<file path="config.mk">
export PLATFORM = sky130hd
export DESIGN_NAME = quad_step_decoder_flat
export DESIGN_NICKNAME = d
export VERILOG_FILES = /design/src/rtl/quad_pkg.sv /design/src/rtl/quad_step_decoder_if.sv /design/src/rtl/sync_glitch_filter.sv /design/src/rtl/quad_step_decoder.sv /design/src/flat_wrapper.sv
export SDC_FILE = /design/constraint.sdc
export NUM_CORES = 1
export LEC_CHECK = 0
export ABC_AREA = 1
export CAP_MARGIN = 20
export CORE_UTILIZATION = 52
export DETAILED_ROUTE_END_ITERATION = 8
export PLACE_DENSITY = 0.77
export REMOVE_ABC_BUFFERS = 1
export SYNTH_ARGS = -nofsm -noshare
export SYNTH_HDL_FRONTEND = slang
export SYNTH_HIERARCHICAL = 1
export SYNTH_SLANG_ARGS = --single-unit
</file>
<file path="constraint.sdc">
create_clock -name clk -period 2.3 [get_ports clk]
set_clock_uncertainty 0.05 [all_clocks]
set_input_delay 0.69 -clock clk [delete_from_list [all_inputs] [get_ports clk]]
set_output_delay 0.69 -clock clk [all_outputs]
set_load 0.02 [all_outputs]
</file>
<file path="src/rtl/quad_pkg.sv">
// Shared definitions for the quadrature step decoder: direction codes,
// Gray-code phase encodings and the forward-rotation helper.
package quad_pkg;

    localparam logic DIR_UP   = 1'b1;
    localparam logic DIR_DOWN = 1'b0;

    // Phase is {A,B}; the up sequence is 00 -> 10 -> 11 -> 01 -> 00
    typedef enum logic [1:0] {
        PH_00 = 2'b00,
        PH_01 = 2'b01,
        PH_10 = 2'b10,
        PH_11 = 2'b11
    } phase_t;

    function automatic phase_t next_up(input phase_t ph);
        phase_t nxt;
        case (ph)
            PH_00:   nxt = PH_10;
            PH_10:   nxt = PH_11;
            PH_11:   nxt = PH_01;
            default: nxt = PH_00;
        endcase
        return nxt;
    endfunction

endpackage

</file>
<file path="src/rtl/quad_step_decoder_if.sv">
// Control/status bundle between the encoder front end and its user:
// phase inputs, enable and error clear in; step, direction and error out.
interface quad_step_decoder_if;

    logic i_en;
    logic i_a_in;
    logic i_b_in;
    logic i_err_clr;
    logic o_step;
    logic o_up_down;
    logic o_err;

    modport master (
        output i_en, i_a_in, i_b_in, i_err_clr,
        input  o_step, o_up_down, o_err
    );

    modport slave (
        input  i_en, i_a_in, i_b_in, i_err_clr,
        output o_step, o_up_down, o_err
    );

endinterface

</file>
<file path="src/rtl/sync_glitch_filter.sv">
// One encoder phase: metastability synchroniser followed by a persistence
// filter that only accepts a new level after it has held for FILT_LEN clocks.
module sync_glitch_filter #(
    parameter int SYNC_STAGES = 2,
    parameter int FILT_LEN    = 4
) (
    input  logic clk,
    input  logic rst,
    input  logic i_in,
    input  logic i_load,
    input  logic i_run,
    output logic o_sync,
    output logic o_level,
    output logic o_qual
);

    localparam int FILT_W = $clog2(FILT_LEN + 1);
    localparam logic [FILT_W-1:0] FILT_MAX = FILT_W'(FILT_LEN);

    logic [SYNC_STAGES-1:0] r_sync;
    logic [FILT_W-1:0]      r_cnt;
    logic                   r_level;
    logic                   r_qual;
    logic                   w_sync;

    assign w_sync = r_sync[SYNC_STAGES-1];

    // Once the counter has seen FILT_LEN differing samples the level flips even
    // if the input has already returned, so a pulse of exactly FILT_LEN is kept.
    always_ff @(posedge clk) begin
        if (rst) begin
            r_sync  <= '0;
            r_cnt   <= '0;
            r_level <= 1'b0;
            r_qual  <= 1'b0;
        end else begin
            r_sync <= {r_sync[SYNC_STAGES-2:0], i_in};
            r_qual <= 1'b0;
            if (i_load) begin
                r_level <= w_sync;
                r_cnt   <= '0;
            end else if (i_run) begin
                if (r_cnt == FILT_MAX) begin
                    r_level <= ~r_level;
                    r_cnt   <= '0;
                    r_qual  <= 1'b1;
                end else if (w_sync != r_level) begin
                    r_cnt <= r_cnt + FILT_W'(1);
                end else begin
                    r_cnt <= '0;
                end
            end
        end
    end

    assign o_sync  = w_sync;
    assign o_level = r_level;
    assign o_qual  = r_qual;

endmodule

</file>
<file path="src/rtl/quad_step_decoder.sv">
// Quadrature decoder top: primes from the synchronised phases after reset, then
// turns accepted Gray transitions into step/direction pulses and a sticky error.
module quad_step_decoder
    import quad_pkg::*;
#(
    parameter int SYNC_STAGES = 2,
    parameter int FILT_LEN    = 4
) (
    input  logic               clk,
    input  logic               rst,
    quad_step_decoder_if.slave bus
);

    localparam int FILL_W = $clog2(SYNC_STAGES + 1);
    localparam logic [FILL_W-1:0] FILL_DONE = FILL_W'(SYNC_STAGES);

    logic              w_syncA, w_syncB;
    logic              w_levelA, w_levelB;
    logic              w_qualA, w_qualB;
    logic              w_load;
    logic              w_change, w_isUp, w_isDown, w_illegal;
    phase_t            w_s;
    logic [FILL_W-1:0] r_fill;
    logic              r_primed;
    phase_t            r_prev;
    logic              r_step;
    logic              r_upDown;
    logic              r_err;

    assign w_load = !r_primed && (r_fill == FILL_DONE);

    sync_glitch_filter #(
        .SYNC_STAGES(SYNC_STAGES),
        .FILT_LEN   (FILT_LEN)
    ) uFiltA (
        .clk    (clk),
        .rst    (rst),
        .i_in   (bus.i_a_in),
        .i_load (w_load),
        .i_run  (r_primed),
        .o_sync (w_syncA),
        .o_level(w_levelA),
        .o_qual (w_qualA)
    );

    sync_glitch_filter #(
        .SYNC_STAGES(SYNC_STAGES),
        .FILT_LEN   (FILT_LEN)
    ) uFiltB (
        .clk    (clk),
        .rst    (rst),
        .i_in   (bus.i_b_in),
        .i_load (w_load),
        .i_run  (r_primed),
        .o_sync (w_syncB),
        .o_level(w_levelB),
        .o_qual (w_qualB)
    );

    assign w_s       = phase_t'({w_levelA, w_levelB});
    assign w_change  = r_primed && (w_qualA || w_qualB) && (w_s != r_prev);
    assign w_isUp    = (w_s == next_up(r_prev));
    assign w_isDown  = (r_prev == next_up(w_s));
    assign w_illegal = w_change && !w_isUp && !w_isDown;

    // Previous phase follows the accepted phase every cycle, so an illegal jump
    // resyncs decoding and en=0 leaves nothing to catch up on.
    always_ff @(posedge clk) begin
        if (rst) begin
            r_fill   <= '0;
            r_primed <= 1'b0;
            r_prev   <= PH_00;
            r_step   <= 1'b0;
            r_upDown <= DIR_UP;
            r_err    <= 1'b0;
        end else begin
            r_step <= 1'b0;
            if (!r_primed) begin
                if (w_load) begin
                    r_primed <= 1'b1;
                    r_prev   <= phase_t'({w_syncA, w_syncB});
                end else begin
                    r_fill <= r_fill + FILL_W'(1);
                end
            end else begin
                r_prev <= w_s;
            end
            if (w_change && bus.i_en && (w_isUp || w_isDown)) begin
                r_step   <= 1'b1;
                r_upDown <= w_isUp ? DIR_UP : DIR_DOWN;
            end
            if (w_illegal) begin
                r_err <= 1'b1;
            end else if (bus.i_err_clr) begin
                r_err <= 1'b0;
            end
        end
    end

    assign bus.o_step    = r_step;
    assign bus.o_up_down = r_upDown;
    assign bus.o_err     = r_err;

endmodule

</file>
<file path="src/flat_wrapper.sv">
// flat-port wrapper written by rule: the top's interface ports become plain ports
module quad_step_decoder_flat import quad_pkg::*;
#(
    parameter int SYNC_STAGES = 2,
    parameter int FILT_LEN    = 4
)
  (clk, rst, bus_i_en, bus_i_a_in, bus_i_b_in, bus_i_err_clr, bus_o_step, bus_o_up_down, bus_o_err);
  quad_step_decoder_if bus_i ();
  input  logic clk;
  input  logic rst;
  input wire logic [$bits(bus_i.i_en)-1:0] bus_i_en;
  input wire logic [$bits(bus_i.i_a_in)-1:0] bus_i_a_in;
  input wire logic [$bits(bus_i.i_b_in)-1:0] bus_i_b_in;
  input wire logic [$bits(bus_i.i_err_clr)-1:0] bus_i_err_clr;
  output wire logic [$bits(bus_i.o_step)-1:0] bus_o_step;
  output wire logic [$bits(bus_i.o_up_down)-1:0] bus_o_up_down;
  output wire logic [$bits(bus_i.o_err)-1:0] bus_o_err;
  assign bus_i.i_en = bus_i_en;
  assign bus_i.i_a_in = bus_i_a_in;
  assign bus_i.i_b_in = bus_i_b_in;
  assign bus_i.i_err_clr = bus_i_err_clr;
  assign bus_o_step = bus_i.o_step;
  assign bus_o_up_down = bus_i.o_up_down;
  assign bus_o_err = bus_i.o_err;
  quad_step_decoder #(.SYNC_STAGES(SYNC_STAGES), .FILT_LEN(FILT_LEN)) u_core (.clk(clk), .rst(rst), .bus(bus_i));
endmodule
</file>
# Word level (Yosys, flattened, before mapping)
# Cells that the tools add are included.
[word_totals] input_bits=6 elab_cells=78 reg_bits=22
[classes] bitwise_logic=4 n_eq_ne=12 muxes=22 addsub=3 n_reduce_logical=23
[op_table] cell="2-to-1 mux 1 bit" count=14
[op_table] cell="2-to-1 mux 3 bit" count=4
[op_table] cell="case mux 2 bit (3 select lines)" count=2
[op_table] cell="equality test 2 bit (second input constant)" count=5
[op_table] cell="nonzero test 2 bit" count=4
[op_table] cell="logical AND 1 bit" count=7
[op_table] cell="adder 3 x 1 -> 3 bit (second input constant)" count=2
[op_table] cell="equality test 3 bit (second input constant)" count=2
[op_table] cell="AND reduction 2 bit" count=3
[op_table] cell="equality test 2 bit" count=2
[op_table] cell="zero test 2 bit" count=2
[op_table] cell="2-to-1 mux 2 bit" count=2
[op_table] cell="inverter 1 bit" count=4
[op_table] cell="zero test 1 bit" count=3
[op_table] cell="OR reduction 3 bit" count=1
[op_table] cell="adder 2 x 1 -> 2 bit (second input constant)" count=1
[op_table] cell="logical OR 1 bit" count=2
[op_table] cell="inequality test 1 bit" count=2
[op_table] cell="inequality test 2 bit" count=1
[op_table] cell="OR reduction 2 bit" count=1

# Logic depth before layout (Yosys ltp)
# Gate-level depths: netlist (run 1).
[logic_depth] depth_word=7 mapped_depth=9 mapped_depth_nobuf=9

# Hierarchy
# Netlist (run 1), hierarchy kept.
[modules_own_cells] module="sync_glitch_filter" n_inst=2 area_each_um2=321.6 seq_area_each_um2=140.1 cells_per_inst=46
[modules_own_cells] module="quad_step_decoder" n_inst=1 area_each_um2=446.7 seq_area_each_um2=160.2 cells_per_inst=69

# Worst setup path after synthesis (run 1)
# No wires, ideal clock.
[synth_path] kind="reg2reg" from="register u_core.r_primed" to="register u_core.uFiltA.r_cnt[1]" synth_period_minus_slack_ns=1.248 path_buffers=0 setup_time_ns=0.071 arrival_ns=1.127 setup_slack_ns=1.052 path_stages_with_launch=7 t_required_ns=2.179 path_cell_list="dfxtp_1 -> inv_2 -> nand2_1 -> inv_2 -> nor2_1 -> o21ai_0 -> a21oi_1"
[synth_between] elab_chain_cells=3
[synth_lines] element="start: declaration" line="quad_step_decoder.sv:24" source="logic r_primed;"
[synth_lines] element="start signal: assignment" line="quad_step_decoder.sv:71" source="r_primed <= 1'b0;"
[synth_lines] element="start signal: assignment" line="quad_step_decoder.sv:80" source="r_primed <= 1'b1;"
[synth_lines] element="zero test 1 bit"
[synth_lines] element="logical AND 1 bit" line="quad_step_decoder.sv:30" source="assign w_load = !r_primed && (r_fill == FILL_DONE);"
[synth_lines] element="named net u_core.w_load" line="quad_step_decoder.sv:20" source="logic w_load;"
[synth_lines] element="OR reduction 2 bit (no line)"
[synth_lines] element="end signal: assignment" line="sync_glitch_filter.sv:48" source="r_cnt <= r_cnt + FILT_W'(1);"
[synth_lines] element="end: declaration" line="sync_glitch_filter.sv:21" source="logic [FILT_W-1:0] r_cnt;"
# The timed path passes the listed nets, and every way through them passes these cells.
# A chain may end at the register's enable or synchronous reset.

# Worst setup path after layout (run 1)
[layout_path] from="register u_core.r_upDown, in the netlist u_core/bus.o_up_down" to="output port bus_o_up_down"
[layout_lines] element="start: declaration" line="quad_step_decoder.sv:27" source="logic r_upDown;"
[layout_lines] element="start signal: assignment" line="quad_step_decoder.sv:90" source="r_upDown <= w_isUp ? DIR_UP : DIR_DOWN;"
[layout_lines] element="end: declaration" line="flat_wrapper.sv:16" source="output wire logic [$bits(bus_i.o_up_down)-1:0] bus_o_up_down;"
# No word-level cell between the ends.

==> metrics, run 1 <==
Worst-Margin Slew 452 ps; core area 1960 um^2; DP Cell Count 197; initial drt markers 28; minimum clock period 2000 ps; Clock Tree Buf Depth 2; FMAX 0.500 GHz; Top-Level Pins 9; fill count 197; TNS Setup 0 ps; Initial Util 55.5%; DRT Pass-1 Iters 5; post-route insts no fill 200; Setup Slack @ Placement 324 ps; RSZ-0062 raised after global routing no; synthesized area per cell 6.77 um^2; fraction of registers with async set/reset 0%; post-cts resize count 0; Final Cycle Share 87.0%; Synth top cells by count nand2_1, inv_1, dfxtp_1, nor2_1, a21oi_1; vias in the first global route 812; Synth Instances 161; area growth from synthesis to layout 13.2%; CP cell instances clkdlybuf4s50_1; Crit path arrival time 1260 ps; cts hold-fix bufs 0; Critical-path top delay cell clkdlybuf4s50_1; ant diodes 0; post-route ant nets 0; layout cell share with drive strength beyond 1 12.1%; DRT Wirelength 1.88 mm; GRT overflow 0; largest area contributor in the netlist dfxtp_1; worst-skew pair later-pin latency 310 ps; H-Tree Depth 1; main area contributors after synthesis dfxtp_1, nand2_1, inv_1; Pleak 0.586 nW; largest net degree at the start of global routing 15; final worst setup slack 300 ps; Hold Path Stages 2; Crit Path Class flip-flop to primary output; Max stage delay on crit path 600 ps; ys flop type dfxtp_1; mapped cell area 1090 um^2; min-delay worst type flip-flop to flip-flop; # DRC 0; CP max FO 2; Tot Pwr 1.00 mW; chip width 47.8 um; clk sinks 22; worst reg2reg setup slack 1030 ps; die area 2280 um^2; root buffer cell clkbuf_4; RePlAce Congestion 0.751; Syn. warnings 6; sequential share of the synthesized area 40.4%; depth of the most critical reg-to-reg path 7; maxcap violations 0; critical path buffer and inverter count 1; Seq cells post-synth 22; Avg Vias per Cell 4.89; clk slew on worst S/H paths 120 ps; CTS tree built; Pwr per Cell Area 810 nW/um^2; outcome finished clean; Netlist cell types 17; max-slew violations 0; Buffers on Ports 8; num rows 16; r2r endpoint u_core/uFiltA/r_cnt[2]; global-route wire length before repair 3.05 mm; max_slew headroom 69.8%; Layout Nets 186; mean routed wirelength per cell 9.40 um; top-area cell type share of the netlist area 40.4%; dominant cell by count in the synthesized netlist nand2_1; Worst R2R Start u_core/r_fill[0]; final hold violation count 0; number of synthesized flops with an enable pin 0; via count 978; DP HPWL 1.40 mm; CP Capture Type primary output; cell family with most CP delay buffers and inverters; Die Span Y 47.8 um; CTS Buf Count 3; initial antenna violation count 0; WHS Endpoint u_core/uFiltB/r_sync[1]; final setup vio count 0; GRT Util Overall 19.4%; HP Start u_core/uFiltB/r_sync[0]; Worst Path Required 1560 ps; total setup buffers inserted after CTS 0; Setup crit start kind flip-flop; VDD IR max 543 uV
-- state kept, by name, indices dropped and copies added (netlist names) --
register,flops
u_core/uFiltA/r_cnt,3
u_core/uFiltA/o_qual,1
u_core/r_primed,1
u_core/uFiltA/o_level,1
u_core/r_prev,2
u_core/bus.o_err,1
u_core/uFiltB/r_sync,2
u_core/uFiltB/r_cnt,3
u_core/bus.o_step,1
u_core/r_fill,2
u_core/uFiltB/o_level,1
u_core/bus.o_up_down,1
u_core/uFiltB/o_qual,1
u_core/uFiltA/r_sync,2
-- power breakdown --
group	switching, mW	leakage (nW)	internal, mW	total, mW
clock	0.110	0.0138	0.0612	0.171
combinational	0.216	0.393	0.130	0.346
sequential	0.0523	0.179	0.430	0.482
total	0.379	0.586	0.621	1.00
-- how the worst max path moves through the flow --
stage	start	to	slack, ps	cells past startpoint
floorplan	u_core/r_primed	u_core/uFiltA/r_cnt[1]	1050	6
global placement	rst	u_core/uFiltB/r_cnt[2]	400	4
detailed placement	rst	u_core/uFiltA/r_cnt[1]	320	4
CTS	u_core/bus.o_up_down	bus_o_up_down	290	1
global route	u_core/bus.o_up_down	bus_o_up_down	230	1
finish	u_core/bus.o_up_down	bus_o_up_down	300	1
-- logic make-up after synthesis --
group	Yosys count	share of synthesized area [%]
buf+inv	33	11.4
compound gates	18	8.96
xor+xnor	1	0.804
flops	22	40.4
fa+ha+maj	5	5.74
simple gates	82	32.7
-- per-layer routing --
metal | global-route usage (%) | vias to the layer above | routed length (um)
met1 | 21.4 | 444 | 861
met2 | 34.1 | 20 | 920
li1 | - | 510 | -
met4 | 8.89 | 0 | 20
met3 | 5.66 | 4 | 77
met5 | 0 | - | 0
-- metrics by stage --
| step | util, % | instance area (um^2) | hold WS (ps) |
|---|---|---|---|
| global placement | 61.7 | 1210 | 343 |
| floorplan | - | 1090 | 338 |
| CTS | 62.9 | 1230 | 361 |
| detailed placement | 61.7 | 1210 | 349 |
| finish | 62.9 | 1230 | 353 |
| global route | 62.9 | 1230 | 383 |
-- cells in the final DEF, fill, tap and decap left out, types with 3 or more instances in the layout --
| cell type | instances |
|---|---|
| inv_2 | 7 |
| dfxtp_1 | 22 |
| nor2_1 | 20 |
| inv_1 | 26 |
| clkdlybuf4s50_1 | 8 |
| nand2_1 | 46 |
| ha_1 | 5 |
| a21oi_1 | 10 |
| nor2_2 | 4 |
| nand2_2 | 4 |
| clkbuf_4 | 3 |
| o21ai_0 | 6 |
-- layout make-up --
cell class	instances	area, um^2	area share (%)
multi-input cells	106	526	42.6
well taps	27	33.8	2.74
inverters	33	124	10.0
clock buffers	3	22.5	1.83
flip-flops and latches	22	440	35.7
repair buffers	9	87.6	7.10
No activity file was read; power rests on OpenSTA's default activity.
==> inputs of run 2 (changes only) <==
--- a/config.mk
+++ b/config.mk
@@ -5,11 +5,10 @@
 export SDC_FILE = /design/constraint.sdc
 export NUM_CORES = 1
 export LEC_CHECK = 0
-export ABC_AREA = 1
 export CAP_MARGIN = 20
 export CORE_UTILIZATION = 52
 export DETAILED_ROUTE_END_ITERATION = 8
-export PLACE_DENSITY = 0.77
+export PLACE_DENSITY_LB_ADDON = 0.25
 export REMOVE_ABC_BUFFERS = 1
 export SYNTH_ARGS = -nofsm -noshare
 export SYNTH_HDL_FRONTEND = slang
==> run 2 against run 1 <==
Effect of this change:
- clock power fell by 5%
- register-to-register slack got worse by 430 ps
- clock-buffer cell count did not move
- combinational power fell by 11%
- maximum frequency fell by 1.6%
- sequential power fell by 2%
- area after synthesis fell by 6.1%
- core utilization rose by 3.1 points
- critical path type unchanged
==> metrics, run 2 <==
Crit Path Class flip-flop to primary output; final hold violation count 0 (unchanged); Seq cells post-synth 22 (unchanged); post-route ant nets 0 (unchanged); Worst-Margin Slew 484 ps (+31.5 ps); # DRC 0 (unchanged); Synth Instances 106 (-34%); H-Tree Depth 1 (unchanged); dominant cell by count in the synthesized netlist dfxtp_1; layout cell share with drive strength beyond 1 12.6% (+0.47 points); fraction of registers with async set/reset 0% (unchanged); core area 1780 um^2 (-9.1%); Layout Nets 132 (-29%); Buffers on Ports 8 (unchanged); DP HPWL 1.24 mm (-12%); max_slew headroom 67.7% (-2.1 points); ant diodes 0 (unchanged); CTS tree built; post-cts resize count 0 (unchanged); top-area cell type share of the netlist area 43.0% (+2.6 points); ys flop type dfxtp_1; mean routed wirelength per cell 11.0 um (+17%); sequential share of the synthesized area 43.0% (+2.6 points); Critical-path top delay cell clkdlybuf4s50_1; mapped cell area 1020 um^2 (-6.1%); Worst Path Required 1560 ps (about the same); vias in the first global route 712 (-12%); DRT Pass-1 Iters 4 (-1); clk sinks 22 (unchanged); cts hold-fix bufs 0 (unchanged); DRT Wirelength 1.59 mm (-15%); TNS Setup 0 ps (unchanged); Netlist cell types 27 (+10); outcome finished clean; fill count 147 (-25%); Syn. warnings 6 (unchanged); CP Capture Type primary output; RSZ-0062 raised after global routing no; Die Span Y 46.4 um (-3.0%); root buffer cell clkbuf_4; synthesized area per cell 9.66 um^2 (+43%); min-delay worst type flip-flop to flip-flop; Crit path arrival time 1290 ps (+30 ps); area growth from synthesis to layout 14.9%; critical path buffer and inverter count 1 (unchanged); commonest non-fill, non-tap cell in the layout dfxtp_1; CP cell instances clkdlybuf4s50_1; Top-Level Pins 9 (unchanged); FMAX 0.492 GHz (-1.6%); minimum clock period 2030 ps (+32.2 ps); Setup crit start kind flip-flop; Largest regs u_core/uFiltA/r_cnt x3, u_core/uFiltB/r_cnt x3; max-slew violations 0 (unchanged); clk slew on worst S/H paths 110 ps (about the same); GRT Util Overall 18.5% (-0.93 points); initial drt markers 18 (-36%); main area contributors after synthesis dfxtp_1, ha_1, xnor2_1; global-route wire length before repair 2.84 mm (-7.0%); largest area contributor in the netlist dfxtp_1; GRT overflow 0 (unchanged); final setup vio count 0 (unchanged); maxcap violations 0 (unchanged); worst-skew pair later-pin latency 300 ps (about the same); Final Cycle Share 88.4% (+1.4 points); CTS Buf Count 3 (unchanged); Pwr per Cell Area 802 nW/um^2 (-1.1%); CP max FO 3 (+1); initial antenna violation count 0 (unchanged); Max stage delay on crit path 620 ps (+20 ps); die area 2150 um^2 (-5.8%); total setup buffers inserted after CTS 0 (unchanged); via count 770 (-21%); Pleak 0.464 nW (-21%); VDD IR max 613 uV (+13%); num rows 15 (-1); cell family with most CP delay buffers and inverters; Synth top cells by count dfxtp_1, inv_1, nor2_1, nand3_1; largest net degree at the start of global routing 17 (+2); RePlAce Congestion 0.819 (+9.2%); number of synthesized flops with an enable pin 0 (unchanged); Initial Util 57.4% (+1.9 points); worst hold slack 397 ps (+44.1 ps); chip width 46.4 um (-3.0%); Clock Tree Buf Depth 2 (unchanged); Avg Vias per Cell 5.35 (+9.4%); commonest cells after routing, fill and taps aside dfxtp_1, inv_1, nor2_1
==> run 2: metal layers <==
layer	wire length [um]	vias up	GRT usage, %
met1	751	363	21.2
li1	-	391	-
met5	0	-	0
met4	0	0	3.53
met3	71	0	7.06
met2	766	16	32.2
==> run 2: path summary, 6_finish.rpt <==
path / slack, ps / start / depth (start not counted) / endpoint
max reg2reg: 600 / u_core/r_fill[0] / 5 / u_core/uFiltB/r_cnt[2]
min reg2reg: 400 / u_core/uFiltB/r_sync[0] / 1 / u_core/uFiltB/r_sync[1]
max: 270 / u_core/bus.o_up_down / 1 / bus_o_up_down
min: 400 / u_core/uFiltB/r_sync[0] / 1 / u_core/uFiltB/r_sync[1]
==> run 2: final cells by class <==
class	instances	area, um^2	area share, %
inverters	11	41.3	3.51
clock buffers	3	22.5	1.91
flip-flops and latches	22	440	37.4
repair buffers	12	110	9.36
well taps	25	31.3	2.66
multi-input cells	71	531	45.1
==> run 2: cell families (layout without fill, tap and decap cells) <==
family / Yosys count / count (layout) / share of synthesized area (%)
fa+ha+maj: 5 / 5 / 6.11
mux: 4 / 4 / 4.16
compound gates: 19 / 19 / 14.7
simple gates: 33 / 33 / 17.6
xor+xnor: 10 / 10 / 9.29
flops: 22 / 22 / 43.0
buf+inv: 13 / 26 / 5.13
==> run 2: power breakdown <==
group | switching [mW] | internal, mW | total [mW]
Combinational | 0.162 | 0.146 | 0.308
Clock | 0.102 | 0.0610 | 0.163
Sequential | 0.0458 | 0.426 | 0.472
Total | 0.310 | 0.633 | 0.943
==> run 2: per-stage QoR <==
stage | utilization, % | instances | total power [mW] | instance area, um^2 | worst slack [ps]
finish | 66.0 | 144 | 0.943 | 1180 | 268
global route | 66.0 | 144 | 1.02 | 1180 | 203
CTS | 66.0 | 144 | 0.958 | 1180 | 252
detailed placement | 64.7 | 141 | 0.792 | 1150 | 329
global placement | 64.7 | 141 | 0.779 | 1150 | 369
floorplan | - | 104 | 0.704 | 1010 | 655
==> inputs of run 3 (changes only) <==
--- a/config.mk
+++ b/config.mk
@@ -5,6 +5,7 @@
 export SDC_FILE = /design/constraint.sdc
 export NUM_CORES = 1
 export LEC_CHECK = 0
+export ABC_AREA = 1
 export CAP_MARGIN = 20
 export CORE_UTILIZATION = 52
 export DETAILED_ROUTE_END_ITERATION = 8
==> run 3 against run 2 <==
Effect of this change:
- design area is 6.1% higher
- core utilization fell by 2.4 points
- highest routed layer is now met4
- largest power group unchanged
- cell count increased by 40%
==> metrics, run 3 (synthesized netlist as in run 1, its figures left out) <==
outcome finished clean; GRT Util Overall 18.6% (+0.16 points); Final Cycle Share 86.9% (-1.5 points); worst-skew pair later-pin latency 300 ps (about the same); RSZ-0062 raised after global routing no; Die Span Y 47.8 um (+3.1%); final hold violation count 0 (unchanged); RePlAce Congestion 0.773 (-5.7%); Critical-path top delay cell clkdlybuf4s50_1; CP cell instances clkdlybuf4s50_1; Max stage delay on crit path 600 ps (-20 ps); critical path buffer and inverter count 1 (unchanged); total setup buffers inserted after CTS 0 (unchanged); cell family with most CP delay buffers and inverters; min-delay worst type flip-flop to flip-flop; Pleak 0.593 nW (+28%); Layout Nets 186 (+41%); GRT overflow 0 (unchanged); VDD IR max 589 uV (-3.9%); CTS Buf Count 3 (unchanged); commonest cells after routing, fill and taps aside nand2_1, inv_1, dfxtp_1; # DRC 0 (unchanged); initial drt markers 28 (+10); area growth from synthesis to layout 14.5%; initial antenna violation count 0 (unchanged); Largest regs u_core/uFiltA/r_cnt x3, u_core/uFiltB/r_cnt x3; clk slew on worst S/H paths 120 ps (about the same); minimum clock period 2000 ps (-34.5 ps); DRT Wirelength 1.95 mm (+23%); num rows 16 (+1); vias in the first global route 785 (+10%); DP HPWL 1.47 mm (+18%); worst hold slack 362 ps (-34.2 ps); core area 1960 um^2 (+10%); Buffers on Ports 8 (unchanged); CP startpoint u_core/bus.o_up_down; clk sinks 22 (unchanged); Pwr per Cell Area 835 nW/um^2 (+4.1%); TNS Setup 0 ps (unchanged); via count 950 (+23%); max_slew headroom 69.2% (+1.5 points); CTS tree built; Tot Pwr 1.04 mW (+10%); layout cell share with drive strength beyond 1 12.6% (+0.039 points); max-slew violations 0 (unchanged); CP Capture Type primary output; die area 2280 um^2 (+6.2%); Setup crit start kind flip-flop; Crit path arrival time 1260 ps (-30 ps); Avg Vias per Cell 4.73 (-12%); DRT Pass-1 Iters 4 (unchanged); post-cts resize count 0 (unchanged); ant diodes 0 (unchanged); Worst R2R Start u_core/r_primed; Clock Tree Buf Depth 2 (unchanged); chip width 47.8 um (+3.1%); Crit Path Class flip-flop to primary output; Top-Level Pins 9 (unchanged); Worst-Margin Slew 460 ps (-23.4 ps); CP max FO 2 (-1); Initial Util 55.5% (-1.9 points); final setup vio count 0 (unchanged); HP Start u_core/uFiltA/r_sync[0]; root buffer cell clkbuf_4; mean routed wirelength per cell 9.69 um (-12%); H-Tree Depth 1 (unchanged); cts hold-fix bufs 0 (unchanged); post-route ant nets 0 (unchanged); global-route wire length before repair 2.90 mm (+2.2%); largest net degree at the start of global routing 16 (-1); commonest non-fill, non-tap cell in the layout nand2_1; FMAX 0.500 GHz (+1.7%); Worst Path Required 1560 ps (about the same); maxcap violations 0 (unchanged)
run 3: path summary, 6_finish.rpt:
| check | end | slack, ps | depth (start not counted) |
|---|---|---|---|
| min reg2reg | u_core/uFiltA/r_sync[1] | 360 | 2 |
| max | bus_o_up_down | 300 | 1 |
| min | u_core/uFiltA/r_sync[1] | 360 | 2 |
| max reg2reg | u_core/uFiltB/r_cnt[2] | 980 | 7 |
run 3: metal layers:
| metal | wire (um) | share of wire (%) | track usage (%) |
|---|---|---|---|
| met3 | 70 | 3.6 | 5.66 |
| met5 | 0 | 0 | 0 |
| met2 | 941 | 48 | 33.0 |
| met4 | 51 | 2.6 | 8.89 |
| met1 | 884 | 45 | 20.0 |
run 3: final cells by class:
| cell class | count | area, um^2 |
|---|---|---|
| inverter | 33 | 124 |
| tap | 27 | 33.8 |
| sequential | 22 | 440 |
| fill | 184 | 714 |
| clock buffer | 4 | 36.3 |
| timing repair buffer | 9 | 87.6 |
| multi-input combinational | 106 | 526 |
run 3: tightest hold or removal path, delay by kind of cell (launching register included):
kind / cells / cell delay, ps
buf+inv: 1 / 40
simple gates: 1 / 30
flops: 1 / 320
run 3: metrics by stage:
step / cells / instance area [um^2] / worst slack [ps] / utilization, %
final: 201 / 1250 / 302 / 63.6
after global routing: 201 / 1250 / 235 / 63.6
after CTS: 201 / 1250 / 295 / 63.6
after detailed placement: 197 / 1210 / 307 / 61.7
after global placement: 197 / 1210 / 388 / 61.7
after floorplan: 161 / 1090 / 1050 / -
run 3: power breakdown:
| group | internal (mW) | switching [mW] |
|---|---|---|
| combinational | 0.130 | 0.221 |
| clock | 0.0965 | 0.115 |
| sequential | 0.430 | 0.0494 |
| total | 0.656 | 0.385 |
==> variant: new RTL, settings of run 3 <==
`FILT_LEN` is set to 4 in 3 places; all go to 8.
--- a/src/rtl/sync_glitch_filter.sv
+++ b/src/rtl/sync_glitch_filter.sv
@@ -3,5 +3,5 @@
 module sync_glitch_filter #(
     parameter int SYNC_STAGES = 2,
-    parameter int FILT_LEN    = 4
+    parameter int FILT_LEN    = 8
 ) (
     input  logic clk,
--- a/src/rtl/quad_step_decoder.sv
+++ b/src/rtl/quad_step_decoder.sv
@@ -5,5 +5,5 @@
 #(
     parameter int SYNC_STAGES = 2,
-    parameter int FILT_LEN    = 4
+    parameter int FILT_LEN    = 8
 ) (
     input  logic               clk,
--- a/src/flat_wrapper.sv
+++ b/src/flat_wrapper.sv
@@ -3,5 +3,5 @@
 #(
     parameter int SYNC_STAGES = 2,
-    parameter int FILT_LEN    = 4
+    parameter int FILT_LEN    = 8
 )
   (clk, rst, bus_i_en, bus_i_a_in, bus_i_b_in, bus_i_err_clr, bus_o_step, bus_o_up_down, bus_o_err);
Check against the original RTL: not equivalent (a bounded check fails within 10 cycles, from zero or initial values and one cycle with rst high).
==> variant against run 3 <==
Global-route usage up 0.92 points. Sequential cell count up 2. Total power up 5.8%. Worst hold slack better by 6.4 ps. Wire length up 5.7%. Area after synthesis up 8.7%. Die area up 8.4%. Utilization up 2.5 points. Critical path depth unchanged. Cell area up 8.2%. Cell count up 4.5%. Count of clock-buffer cells in the layout unchanged. Worst setup slack worse by 4.1 ps.
==> variant: results (changes against run 3) <==
[grt]
grt_usage_pct = 19.53  ; +0.92 points
grt_max_degree = 14  ; -2
grt_pass1_wl_um = 3788  ; +31%
use_met2_pct = 36.94  ; +4.0 points
grt_pass1_vias = 969  ; +23%
use_met3_pct = 2.778  ; -2.9 points

[logic_synthesis]
synthTopCellsByArea = dfxtp_1 41%, nand2_1 13%, nor2_1 8.2%, inv_1 7.6%, ha_1 5.3%
ys_top_cells_by_count = 40 x nand2_1, 26 x nor2_1, 24 x dfxtp_1, 24 x inv_1, 10 x a21oi_1
synthArstFlopShare_pct = 0  ; unchanged
ys_seq_area_share_pct = 40.55  ; +0.14 points
ys_types = 19  ; +2

[outcome]
status = completed

[worst_setup_path]
regToRegSetupSlack_ps = 770  ; -210 ps
crit_path_top_delay_cell = clkdlybuf4s50_1

[placement]
hpwl_um = 1635  ; +12%
place.gp.congestion = 0.7673  ; -0.72%
dp_slack_ps = 268.2  ; -39.08 ps
placed_area_sq_um = 1314  ; +8.5%

[timing]
slew_headroom_pct = 78.51  ; +9.3 points
timing.hold.ws_ps = 368.9  ; +6.445 ps

[layout]
reg_top3 = u_core/uFiltA/r_cnt: 4 flops, u_core/uFiltB/r_cnt: 4 flops
drive_gt1_share_pct = 13.66  ; +1.0 points
nets = 195  ; +4.8%
fillerInstances = 185  ; +0.54%

[detailed_routing]
wl_um = 2058  ; +5.7%
drt_iter0_drc = 24  ; -14%

[clocking]
clkLatencyLatePin_ps = 300  ; about the same

-- variant: final timing paths --
| kind | start | depth (start not counted) | endpoint |
|---|---|---|---|
| setup / recovery | u_core/bus.o_up_down | 1 | bus_o_up_down |
| hold / removal | u_core/uFiltA/r_sync[0] | 2 | u_core/uFiltA/r_sync[1] |
| setup reg to reg | u_core/r_fill[0] | 8 | u_core/uFiltB/r_cnt[2] |
| hold reg to reg | u_core/uFiltA/r_sync[0] | 2 | u_core/uFiltA/r_sync[1] |
-- variant: kinds of logic after synthesis --
logic type | count (synthesis) | synth area share, %
simple gates | 84 | 31.36
flops | 24 | 40.55
buf+inv | 33 | 10.45
compound gates | 18 | 8.659
xor+xnor | 5 | 3.697
fa+ha+maj | 5 | 5.280
-- variant: routing by layer --
metal	share of wire (%)	routed length (um)	vias up
met5	0	0	-
met4	0.68	14	0
met3	3.3	67	2
met2	50	1039	22
met1	45	936	432
li1	-	-	540
-- variant: final cells by class --
class                      count  area share, %
tap                           27          2.502
clock buffer                   4          2.688
multi-input combinational    112          43.00
inverter                      33          9.175
sequential                    24          35.59
timing repair buffer          10          7.044
-- variant: through the flow --
stage          util, %  std cells  power [mW]
2_1_floorplan        -        169      0.8099
3_3_place_gp     64.34        206      0.8796
3_5_place_dp     64.34        206      0.8985
4_1_cts          66.12        210       1.107
5_1_grt          66.12        210       1.195
6_report         66.12        210       1.101
-- variant: power by group --
part	internal [mW]	switching (mW)	total [mW]	leakage (nW)
clock	0.0964	0.115	0.211	0.0210
combinational	0.141	0.232	0.373	0.403
sequential	0.465	0.0527	0.517	0.195
